**config.mk**
```make
export PLATFORM = sky130hd
export DESIGN_NAME = bcd_operand_sequencer
export DESIGN_NICKNAME = d
export VERILOG_FILES = /design/src/rtl/bcd_operand_sequencer.sv
export SDC_FILE = /design/constraint.sdc
export NUM_CORES = 1
export LEC_CHECK = 0
export ABC_AREA = 0
export BUFFER_PORTS_ARGS = -buffer_cell sky130_fd_sc_hd__buf_2
export CORE_MARGIN = 4
export CORE_UTILIZATION = 49
export CTS_CLUSTER_DIAMETER = 30
export DETAILED_ROUTE_END_ITERATION = 6
export PLACE_DENSITY = 0.91
export SKIP_CTS_REPAIR_TIMING = 1
export SKIP_LAST_GASP = 1
export SLEW_MARGIN = 20
export SYNTH_ARGS = -nofsm -noshare
export SYNTH_HDL_FRONTEND = slang
export SYNTH_SLANG_ARGS = --single-unit
```
**constraint.sdc**
```tcl
create_clock -name clk -period 2.8 [get_ports clk]
set_input_delay 0 -clock clk [delete_from_list [all_inputs] [get_ports clk]]
set_output_delay 0 -clock clk [all_outputs]
set_load 0.05 [all_outputs]
```
**src/rtl/bcd_operand_sequencer.sv**
```systemverilog
// BCD operand sequencer: collects two signed 2-digit BCD operands from a keypad
// and presents them to an ALU with load strobes, opcode and compute enable.
module bcd_operand_sequencer (
    input  logic       clk,
    input  logic       rst,
    input  logic       digit_valid,
    input  logic [3:0] digit,
    input  logic       neg_key,
    input  logic       add_key,
    input  logic       sub_key,
    input  logic       eq_key,
    input  logic       clr_key,
    output logic [8:0] op,
    output logic       assign_op1,
    output logic       assign_op2,
    output logic [2:0] opcode,
    output logic       alu_en,
    output logic [8:0] disp,
    output logic       busy
);

    localparam int unsigned VAL_W   = 9;
    localparam int unsigned CNT_W   = 2;
    localparam int unsigned OPC_W   = 3;
    localparam int unsigned DIGIT_W = 4;

    localparam logic [OPC_W-1:0]   OPC_ADD    = 3'b000;
    localparam logic [OPC_W-1:0]   OPC_SUB    = 3'b010;
    localparam logic [CNT_W-1:0]   MAX_DIGITS = 2'd2;
    localparam logic [DIGIT_W-1:0] MAX_BCD    = 4'd9;

    typedef enum logic [2:0] {
        ST_ENTER_A = 3'd0,
        ST_LOAD_A  = 3'd1,
        ST_HOLD_A  = 3'd2,
        ST_ENTER_B = 3'd3,
        ST_LOAD_B  = 3'd4,
        ST_HOLD_B  = 3'd5,
        ST_EXEC    = 3'd6,
        ST_DONE    = 3'd7
    } state_t;

    state_t             state_q, state_d;
    logic [VAL_W-1:0]   entry_q, entry_d;
    logic [CNT_W-1:0]   count_q, count_d;
    logic [OPC_W-1:0]   opcode_q, opcode_d;

    // Resolved key actions: at most one is set per cycle
    logic act_clr, act_eq, act_add, act_sub, act_neg, act_digit;
    logic digit_ok;

    // Pick the single highest-priority key that is meaningful in the current state
    always_comb begin
        act_clr   = 1'b0;
        act_eq    = 1'b0;
        act_add   = 1'b0;
        act_sub   = 1'b0;
        act_neg   = 1'b0;
        act_digit = 1'b0;
        digit_ok  = digit_valid && (digit <= MAX_BCD) && (count_q < MAX_DIGITS);
        if (clr_key) begin
            act_clr = 1'b1;
        end else begin
            case (state_q)
                ST_ENTER_A: begin
                    if (add_key)       act_add   = 1'b1;
                    else if (sub_key)  act_sub   = 1'b1;
                    else if (neg_key)  act_neg   = 1'b1;
                    else if (digit_ok) act_digit = 1'b1;
                end
                ST_ENTER_B: begin
                    if (eq_key)        act_eq    = 1'b1;
                    else if (neg_key)  act_neg   = 1'b1;
                    else if (digit_ok) act_digit = 1'b1;
                end
                default: ;
            endcase
        end
    end

    // State register
    always_ff @(posedge clk or posedge rst) begin
        if (rst) state_q <= ST_ENTER_A;
        else     state_q <= state_d;
    end

    // Next-state logic
    always_comb begin
        state_d = state_q;
        if (act_clr) begin
            state_d = ST_ENTER_A;
        end else begin
            case (state_q)
                ST_ENTER_A: if (act_add || act_sub) state_d = ST_LOAD_A;
                ST_LOAD_A:  state_d = ST_HOLD_A;
                ST_HOLD_A:  state_d = ST_ENTER_B;
                ST_ENTER_B: if (act_eq) state_d = ST_LOAD_B;
                ST_LOAD_B:  state_d = ST_HOLD_B;
                ST_HOLD_B:  state_d = ST_EXEC;
                ST_EXEC:    state_d = ST_DONE;
                ST_DONE:    state_d = ST_DONE;
                default:    state_d = ST_ENTER_A;
            endcase
        end
    end

    // Entry shift register, digit count and opcode latch
    always_comb begin
        entry_d  = entry_q;
        count_d  = count_q;
        opcode_d = opcode_q;
        if (act_clr) begin
            entry_d  = '0;
            count_d  = '0;
            opcode_d = OPC_ADD;
        end else if (state_q == ST_HOLD_A) begin
            // Operand A has been handed off; start a fresh entry for B
            entry_d = '0;
            count_d = '0;
        end else begin
            if (act_add) opcode_d = OPC_ADD;
            if (act_sub) opcode_d = OPC_SUB;
            if (act_neg) entry_d[8] = ~entry_q[8];
            if (act_digit) begin
                entry_d = {entry_q[8], entry_q[3:0], digit};
                count_d = count_q + CNT_W'(1);
            end
        end
    end

    // Datapath registers
    always_ff @(posedge clk or posedge rst) begin
        if (rst) begin
            entry_q  <= '0;
            count_q  <= '0;
            opcode_q <= OPC_ADD;
        end else begin
            entry_q  <= entry_d;
            count_q  <= count_d;
            opcode_q <= opcode_d;
        end
    end

    // Moore output decode from registered state and data only
    always_comb begin
        op         = '0;
        assign_op1 = 1'b0;
        assign_op2 = 1'b0;
        alu_en     = 1'b0;
        busy       = 1'b0;
        disp       = entry_q;
        opcode     = opcode_q;
        case (state_q)
            ST_LOAD_A: begin
                op         = entry_q;
                assign_op1 = 1'b1;
                busy       = 1'b1;
            end
            ST_HOLD_A: begin
                op   = entry_q;
                busy = 1'b1;
            end
            ST_LOAD_B: begin
                op         = entry_q;
                assign_op2 = 1'b1;
                busy       = 1'b1;
            end
            ST_HOLD_B: begin
                op   = entry_q;
                busy = 1'b1;
            end
            ST_EXEC: begin
                alu_en = 1'b1;
                busy   = 1'b1;
            end
            ST_DONE: begin
                alu_en = 1'b1;
            end
            default: ;
        endcase
    end

endmodule

```
# [Yosys cells after proc, flatten, opt, wreduce, memory -nomap -nowiden]
# Index checks and enable logic that the tools add are counted.
[word_totals] register_bits=17
[classes] add_sub_neg=1 muxes=44 n_reduce_logical=13 n_eq_ne=11 bitwise=1 order_cmp=2
[ops] cell="$mux 9" n=4
[ops] cell="$mux 1" n=27
[ops] cell="$mux 3" n=7
[ops] cell="$pmux 3 s7" n=1
[ops] cell="$eq 3x3->1 const B" n=4
[ops] cell="$reduce_bool 3->1" n=3
[ops] cell="$eq 3x2->1 const B" n=2
[ops] cell="$mux 2" n=3
[ops] cell="$ne 3x3->1 const B" n=2
[ops] cell="$reduce_and 2->1" n=3
[ops] cell="$reduce_or 5->1" n=1
[ops] cell="$le 4x4->1 const B" n=1
[ops] cell="$pmux 1 s2" n=2
[ops] cell="$reduce_or 4->1" n=1
[ops] cell="$eq 3x1->1 const B" n=1
[ops] cell="$logic_not 3->1" n=1
[ops] cell="$ne 3x2->1 const B" n=1
[ops] cell="$add 2x1->2 const B" n=1
[ops] cell="$logic_and 1x1->1" n=2
[ops] cell="$lt 2x2->1 const B" n=1
[ops] cell="$ne 2x2->1 const B" n=1
[ops] cell="$reduce_or 2->1" n=1
[ops] cell="$logic_or 1x1->1" n=1
[ops] cell="$not 1->1" n=1

# [Logic depth before layout (Yosys ltp)]
# Gate-level depths: netlist (run 1).
[depth] depth_word=12 ltp_mapped=6 depth_no_buf=4

# [Worst setup path after synthesis (run 1)]
# No wires, ideal clock.
[synth_path] path_kind="reg2out" from="register state_q[1]" to="output assign_op1" stages_incl_launch_ff=3 slack_ns=1.038 arrival_ns=1.762 path_buffers=1 path_cell_list="dfrtp_1 > clkbuf_1 > nor3b_1"
[synth_between] elab_chain_len=2
[synth_rtl] item="from (decl)" line_no="43" rtl="state_t state_q, state_d;"
[synth_rtl] item="from (signal assigned)" line_no="84" rtl="else state_q <= state_d;"
[synth_rtl] item="$eq 3x1->1" line_no="153" rtl="case (state_q)"
[synth_rtl] item="$mux 1" line_no="153"
[synth_rtl] item="to (decl)" line_no="14" rtl="output logic assign_op1,"
# No other way between the ends.

# [Final worst setup path (run 1)]
[layout_path] from="register state_q[1]" to="register entry_q[5] (netlist: disp[5])"
[layout_between] elab_chain_len=4
[layout_rtl] item="$eq 3x2->1 or $logic_not 3->1 (tied branches)" line_no="64" rtl="case (state_q)"
[layout_rtl] item="$pmux 1 s2" line_no="64"
[layout_rtl] item="$mux 1" line_no="61" rtl="if (clr_key) begin"
[layout_rtl] item="$reduce_bool 3->1 (no line)"
[layout_rtl] item="to (signal assigned)" line_no="138" rtl="entry_q <= entry_d;"
[layout_rtl] item="to (decl)" line_no="44" rtl="logic [VAL_W-1:0] entry_q, entry_d;"
# Parallel ways exist; a longest one is shown, timed or not.
# A chain may end at the register's enable or synchronous reset.

==> results.py, run 1 <==
metrics = {
    "run_status": {
        "status": "completed",
    },
    "global_route": {
        "grt.total_usage_pct": 16.5,
        "grt_pass1_wl_mm": 3.03,
        "antenna_found_initial": 0,
        "grt_start_max_net_pins": 17,
        "grt_pass1_vias": 689,
        "grt_overflow": 0,
    },
    "power_and_ir_drop": {
        "powerDensity_nw_per_um2": 446,
        "peakVddDrop_v": 0.000404,
        "leakage_nw": 0.583,
    },
    "cells_and_area": {
        "final_area_um2": 1100,
        "area_delta_synth_final_pct": 31.9,
        "nFillCells": 106,
        "n_antenna_cell": 0,
        "finalNetCount": 141,
        "drive_above_1_share_pct": 34.4,
    },
    "timing": {
        "fin_crit_sh_pct": 70.6,
        "setup_viol_count_final": 0,
        "fin_setup_tns_ns": 0,
        "min_period_ns": 1.98,
        "maxSlewViolCount": 0,
        "worst_slew_pin_slew_ns": 0.569,
        "fmax_ghz": 0.506,
        "hold_viol_final": 0,
        "relSlewSlack_pct": 61.8,
        "final.setup_skew_ns": 0.00249,
        "rsz0062_at_grt": "no",
    },
    "setup_path": {
        "critical_path_class": "reg -> reg",
        "crit_required_ns": 3.02,
        "crit_fanout": 12,
        "start_kind": "flop",
        "end_kind": "flop",
        "timing.critical_path.arrival_ns": 2.20,
    },
    "placed_design": {
        "place_congestion": 0.807,
        "dpl.hpwl_mm": 1.41,
        "portBuffers": 34,
        "placed_area_um2": 990,
    },
    "clock_network": {
        "path_clk_slew_ns": 0.09,
        "clk_latency_ns": 0.29,
        "cts_tree": "built",
        "numCtsBuffers": 3,
        "clock_sinks": 15,
        "max-clock-path-buffers": 2,
        "htreeDepth": 1,
        "cts_root_buffer": "clkbuf_4",
    },
    "yosys": {
        "syn_area_per_cell_um2": 9.67,
        "yosys.area.top_type": "dfrtp_1",
        "synth.area.top_cells": "dfrtp_1 45%, and2_1 9.8%, mux2i_1 9.6%",
        "seq_area_frac_synth_pct": 45.1,
        "synthFlopType": "dfrtp_1",
        "yosys-top-cells-count": "15 x dfrtp_1, 13 x and2_1, 13 x nand2_1, 8 x mux2i_1, 5 x nor2_1",
        "netlist_area_um2": 832,
        "synth_edf_count": 0,
        "yosysWarnings": 0,
        "synth.distinct_cells": 28,
        "synthArstFlopShare_pct": 100,
        "synth_seq_cells": 15,
        "synth.most_common_cell": "dfrtp_1",
        "synthCells": 86,
        "synth_top_cell_area_share_pct": 45.1,
    },
    "route": {
        "totalWireLength_mm": 1.95,
        "viasPerCell": 5.19,
        "num_vias": 748,
        "final_antenna_net_count": 0,
        "firstDrtPassIters": 4,
        "first_iter_violations": 13,
        "drc": 0,
        "avgRoutedWirePerCell_um": 13.5,
    },
    "floorplanning": {
        "die_w_um": 49.2,
        "die_h_um": 49.2,
        "core_um2": 1560,
        "die_area_um2": 2420,
        "initial_core_util_pct": 53.4,
        "io_pins": 37,
        "floorplan.rows": 14,
    },
    "min_path": {
        "min_path_type": "in -> reg",
    },
    "flow_run": {
        "max_cap_viol_count": 0,
    },
}
[report_power, final]
part | internal, mW | switching, mW | total (mW) | leakage (nW)
registers | 0.224 | 0.0126 | 0.236 | 0.206
clock network | 0.0533 | 0.0737 | 0.127 | 0.0177
logic | 0.0423 | 0.0845 | 0.127 | 0.359
total | 0.319 | 0.171 | 0.490 | 0.583
[cell type report]
type                            instances  area (um^2)  share of cell area [%]
Clock buffer                            3         22.5                    2.05
Clock inverter                          1         5.00                   0.456
Inverter                                1         3.75                   0.342
Multi-Input combinational cell         64          405                    36.9
Sequential cell                        15          375                    34.2
Tap cell                               16         20.0                    1.82
Timing Repair Buffer                   44          265                    24.2
[logic make-up (layout without fill, tap and decap cells)]
| logic type | after synthesis | in the layout | synth area share, % |
|---|---|---|---|
| muxes | 9 | 9 | 11.4 |
| and+or+nand+nor | 41 | 41 | 26.6 |
| other | 1 | 2 | 0.451 |
| buffers and inverters | 8 | 49 | 6.62 |
| DFF | 15 | 15 | 45.1 |
| AOI/OAI and AO/OA | 10 | 10 | 7.67 |
| xor gates and xnor gates | 2 | 2 | 2.11 |
[stage by stage]
| stage | total power [mW] | util [%] | worst slack (ns) | instances | hold WS (ns) |
|---|---|---|---|---|---|
| after floorplan | 0.331 | - | 1.04 | 87 | -0.0985 |
| after global placement | 0.353 | 63.5 | 0.919 | 132 | 0.0724 |
| after detailed placement | 0.357 | 63.5 | 0.841 | 132 | 0.0888 |
| after CTS | 0.483 | 65.2 | 0.826 | 136 | -0.235 |
| after global routing | 0.513 | 70.4 | 0.748 | 144 | 0.0650 |
| final | 0.490 | 70.4 | 0.822 | 144 | 0.0260 |
[placed cells by master (no fill, tap or decap), drive strengths merged, types with 2 or more instances in the layout]
cell	synthesis	layout
dfrtp	15	15
a21oi	5	5
nand2	13	13
a211oi	2	2
nor3	3	3
mux2i	8	8
buf	6	36
dlygate4sd3	0	8
nor2	5	5
and2	13	13
clkbuf	1	3
conb	1	2
[worst paths after layout]
kind                                              from                      to  slack, ns  depth (start not counted)
worst min register to register     disp[7]$_DFFE_PP0P_     disp[7]$_DFFE_PP0P_       0.54                          2
min in group asynchronous                          rst     disp[0]$_DFFE_PP0P_       0.30                          3
worst max register to register  state_q[1]$_DFFE_PP0P_     disp[5]$_DFFE_PP0P_       0.82                          4
max in group asynchronous                          rst  count_q[1]$_DFFE_PP0P_       2.13                          3
worst min-delay path                            eq_key  state_q[2]$_DFFE_PP0P_       0.03                          3
worst max-delay path            state_q[1]$_DFFE_PP0P_     disp[5]$_DFFE_PP0P_       0.82                          4
[metal layers]
layer | up-vias | GRT usage, % | share of wire [%]
li1 | 369 | - | -
met1 | 357 | 16.7 | 42
met2 | 17 | 29.7 | 52
met3 | 5 | 3.36 | 3.3
met4 | 0 | 11.8 | 2.8
met5 | - | 0 | 0
[state kept, by name, indices dropped and copies added (netlist names)]
register and flops:
disp 9, count_q 2, opcode 1, state_q 3
[critical path: stages (launching register included)]
cell and delay (ns):
dfrtp_1 0.51, or4_4 0.59, a21oi_2 0.37, buf_4 0.23, mux2i_1 0.20
(Power assumes the default switching activity.)
==> run 2: changes to the inputs <==
- CORE_UTILIZATION: 49 -> 45
- PLACE_DENSITY: 0.91 -> 0.85
- clock period: 2.8 -> 2 ns (I/O delays scaled with it)
==> results.py, run 2 (synthesized netlist as in run 1, its figures left out) <==
metrics = {
    "floorplanning": {
        "die_area_um2": 2600,
        "die_h_um": 51,
        "floorplan.rows": 15,
        "die_w_um": 51,
        "io_pins": 37,
        "core_um2": 1750,
        "initial_core_util_pct": 47.7,
    },
    "global_route": {
        "grt_pass1_vias": 667,
        "grt.total_usage_pct": 15.8,
        "grt_start_max_net_pins": 16,
        "antenna_found_initial": 0,
        "grt_pass1_wl_mm": 3.05,
        "grt_overflow": 0,
    },
    "setup_path": {
        "end_kind": "flop",
        "start_kind": "flop",
        "timing.critical_path.arrival_ns": 2.07,
        "crit_required_ns": 2.22,
        "path_cells": "nor3_1 -> a21oi_1 -> a211oi_1 -> dlygate4sd3_1",
        "crit_fanout": 8,
        "crit_slowest_cell": "dlygate4sd3_1",
        "r2r.worst_path.cells": 4,
        "critical_path_class": "reg -> reg",
        "cp_slowest_stage_delay_ns": 0.58,
    },
    "cells_and_area": {
        "nFillCells": 148,
        "n_antenna_cell": 0,
        "layout_commonest_cell": "buf_2",
        "final_cell_mix": "34 x buf_2, 15 x dfrtp_1, 13 x nand2_1, 13 x and2_1",
        "instances_no_fill": 156,
        "largest_reg_flops": 9,
        "area_delta_synth_final_pct": 37.1,
        "finalNetCount": 144,
        "drive_above_1_share_pct": 36.6,
    },
    "clock_network": {
        "cts_root_buffer": "clkbuf_4",
        "max-clock-path-buffers": 2,
        "clk_latency_ns": 0.28,
        "htreeDepth": 1,
        "clock_sinks": 15,
        "path_clk_slew_ns": 0.08,
        "cts_tree": "built",
        "numCtsBuffers": 3,
    },
    "timing": {
        "setup_viol_count_final": 0,
        "rsz0062_at_grt": "no",
        "min_period_ns": 1.84,
        "final.setup_skew_ns": 0.00166,
        "relSlewSlack_pct": 61.4,
        "hold_viol_final": 0,
        "fin_crit_sh_pct": 92.1,
        "fin_setup_tns_ns": 0,
        "worst_slew_pin_slew_ns": 0.578,
        "maxSlewViolCount": 0,
        "fmax_ghz": 0.543,
        "timing.hold.ws_ns": 0.00671,
    },
    "placed_design": {
        "dpl.hpwl_mm": 1.39,
        "portBuffers": 34,
        "dp.cells": 144,
        "place_congestion": 0.780,
    },
    "route": {
        "num_vias": 761,
        "viasPerCell": 4.88,
        "totalWireLength_mm": 1.97,
        "first_iter_violations": 20,
        "final_antenna_net_count": 0,
        "firstDrtPassIters": 4,
        "avgRoutedWirePerCell_um": 12.6,
        "drc": 0,
    },
    "power_and_ir_drop": {
        "clockPowerShare_pct": 25.0,
        "p_total_mw": 0.693,
        "powerDensity_nw_per_um2": 607,
        "leakage_nw": 0.603,
        "p_seq_share_pct": 47.5,
        "combPwrFrac_pct": 27.5,
        "power.switching_mw": 0.235,
        "p_sw_share_pct": 34.0,
        "peakVddDrop_v": 0.000458,
        "p_int_mw": 0.457,
    },
    "min_path": {
        "min_path_type": "in -> reg",
        "hold_depth": 3,
    },
    "run_status": {
        "status": "completed",
    },
    "flow_run": {
        "max_cap_viol_count": 0,
    },
}
==> run 2: cell type report <==
type | instances | area [um^2] | area share [%]
tap | 25 | 31.3 | 2.74
multi-input combinational | 64 | 417 | 36.5
inverter | 1 | 3.75 | 0.329
timing repair buffer | 47 | 288 | 25.2
sequential | 15 | 375 | 32.9
clock buffer | 4 | 26.3 | 2.30
==> run 2: final timing paths <==
path	slack, ns	from	endpoint
worst max register to register	0.16	state_q[1]$_DFFE_PP0P_	opcode[1]$_DFFE_PP0P_
min in group asynchronous	0.32	rst	state_q[0]$_DFFE_PP0P_
worst min-delay path	0.007	eq_key	state_q[2]$_DFFE_PP0P_
worst min register to register	0.52	count_q[1]$_DFFE_PP0P_	count_q[1]$_DFFE_PP0P_
max in group asynchronous	1.31	rst	opcode[1]$_DFFE_PP0P_
worst max-delay path	0.16	state_q[1]$_DFFE_PP0P_	opcode[1]$_DFFE_PP0P_
==> run 2: layer usage <==
layer | part of all wire (%) | track usage (%) | vias to the layer above
met5 | 0 | 0 | -
met4 | 2.6 | 10.8 | 0
met3 | 4.1 | 1.75 | 4
met2 | 52 | 25.1 | 21
met1 | 41 | 20.0 | 360
li1 | - | - | 376
==> run 2: power by group through the flow <==
stage / Combinational [mW] / Clock [mW] / Sequential (mW)
global placement: 0.168 / 0 / 0.332
global route: 0.207 / 0.190 / 0.331
CTS: 0.173 / 0.181 / 0.326
floorplan: 0.124 / 0 / 0.340
finish: 0.191 / 0.173 / 0.329
detailed placement: 0.173 / 0 / 0.332
==> run 2: worst max-delay path: cells and delay by family (launching register included) <==
family	cells	cell delay (ns)
AO/OA/AOI/OAI	2	0.35
buffers and inverters	1	0.58
flip-flops	1	0.50
AND/OR/NAND/NOR	1	0.36
==> run 2: stage by stage <==
step	utilization (%)	instance area [um^2]	worst slack, ns
2_1_floorplan	-	836	0.238
3_3_place_gp	58.6	1020	0.320
3_5_place_dp	58.6	1020	0.224
4_1_cts	60.1	1050	0.0999
5_1_grt	65.4	1140	0.0767
6_report	65.4	1140	0.158
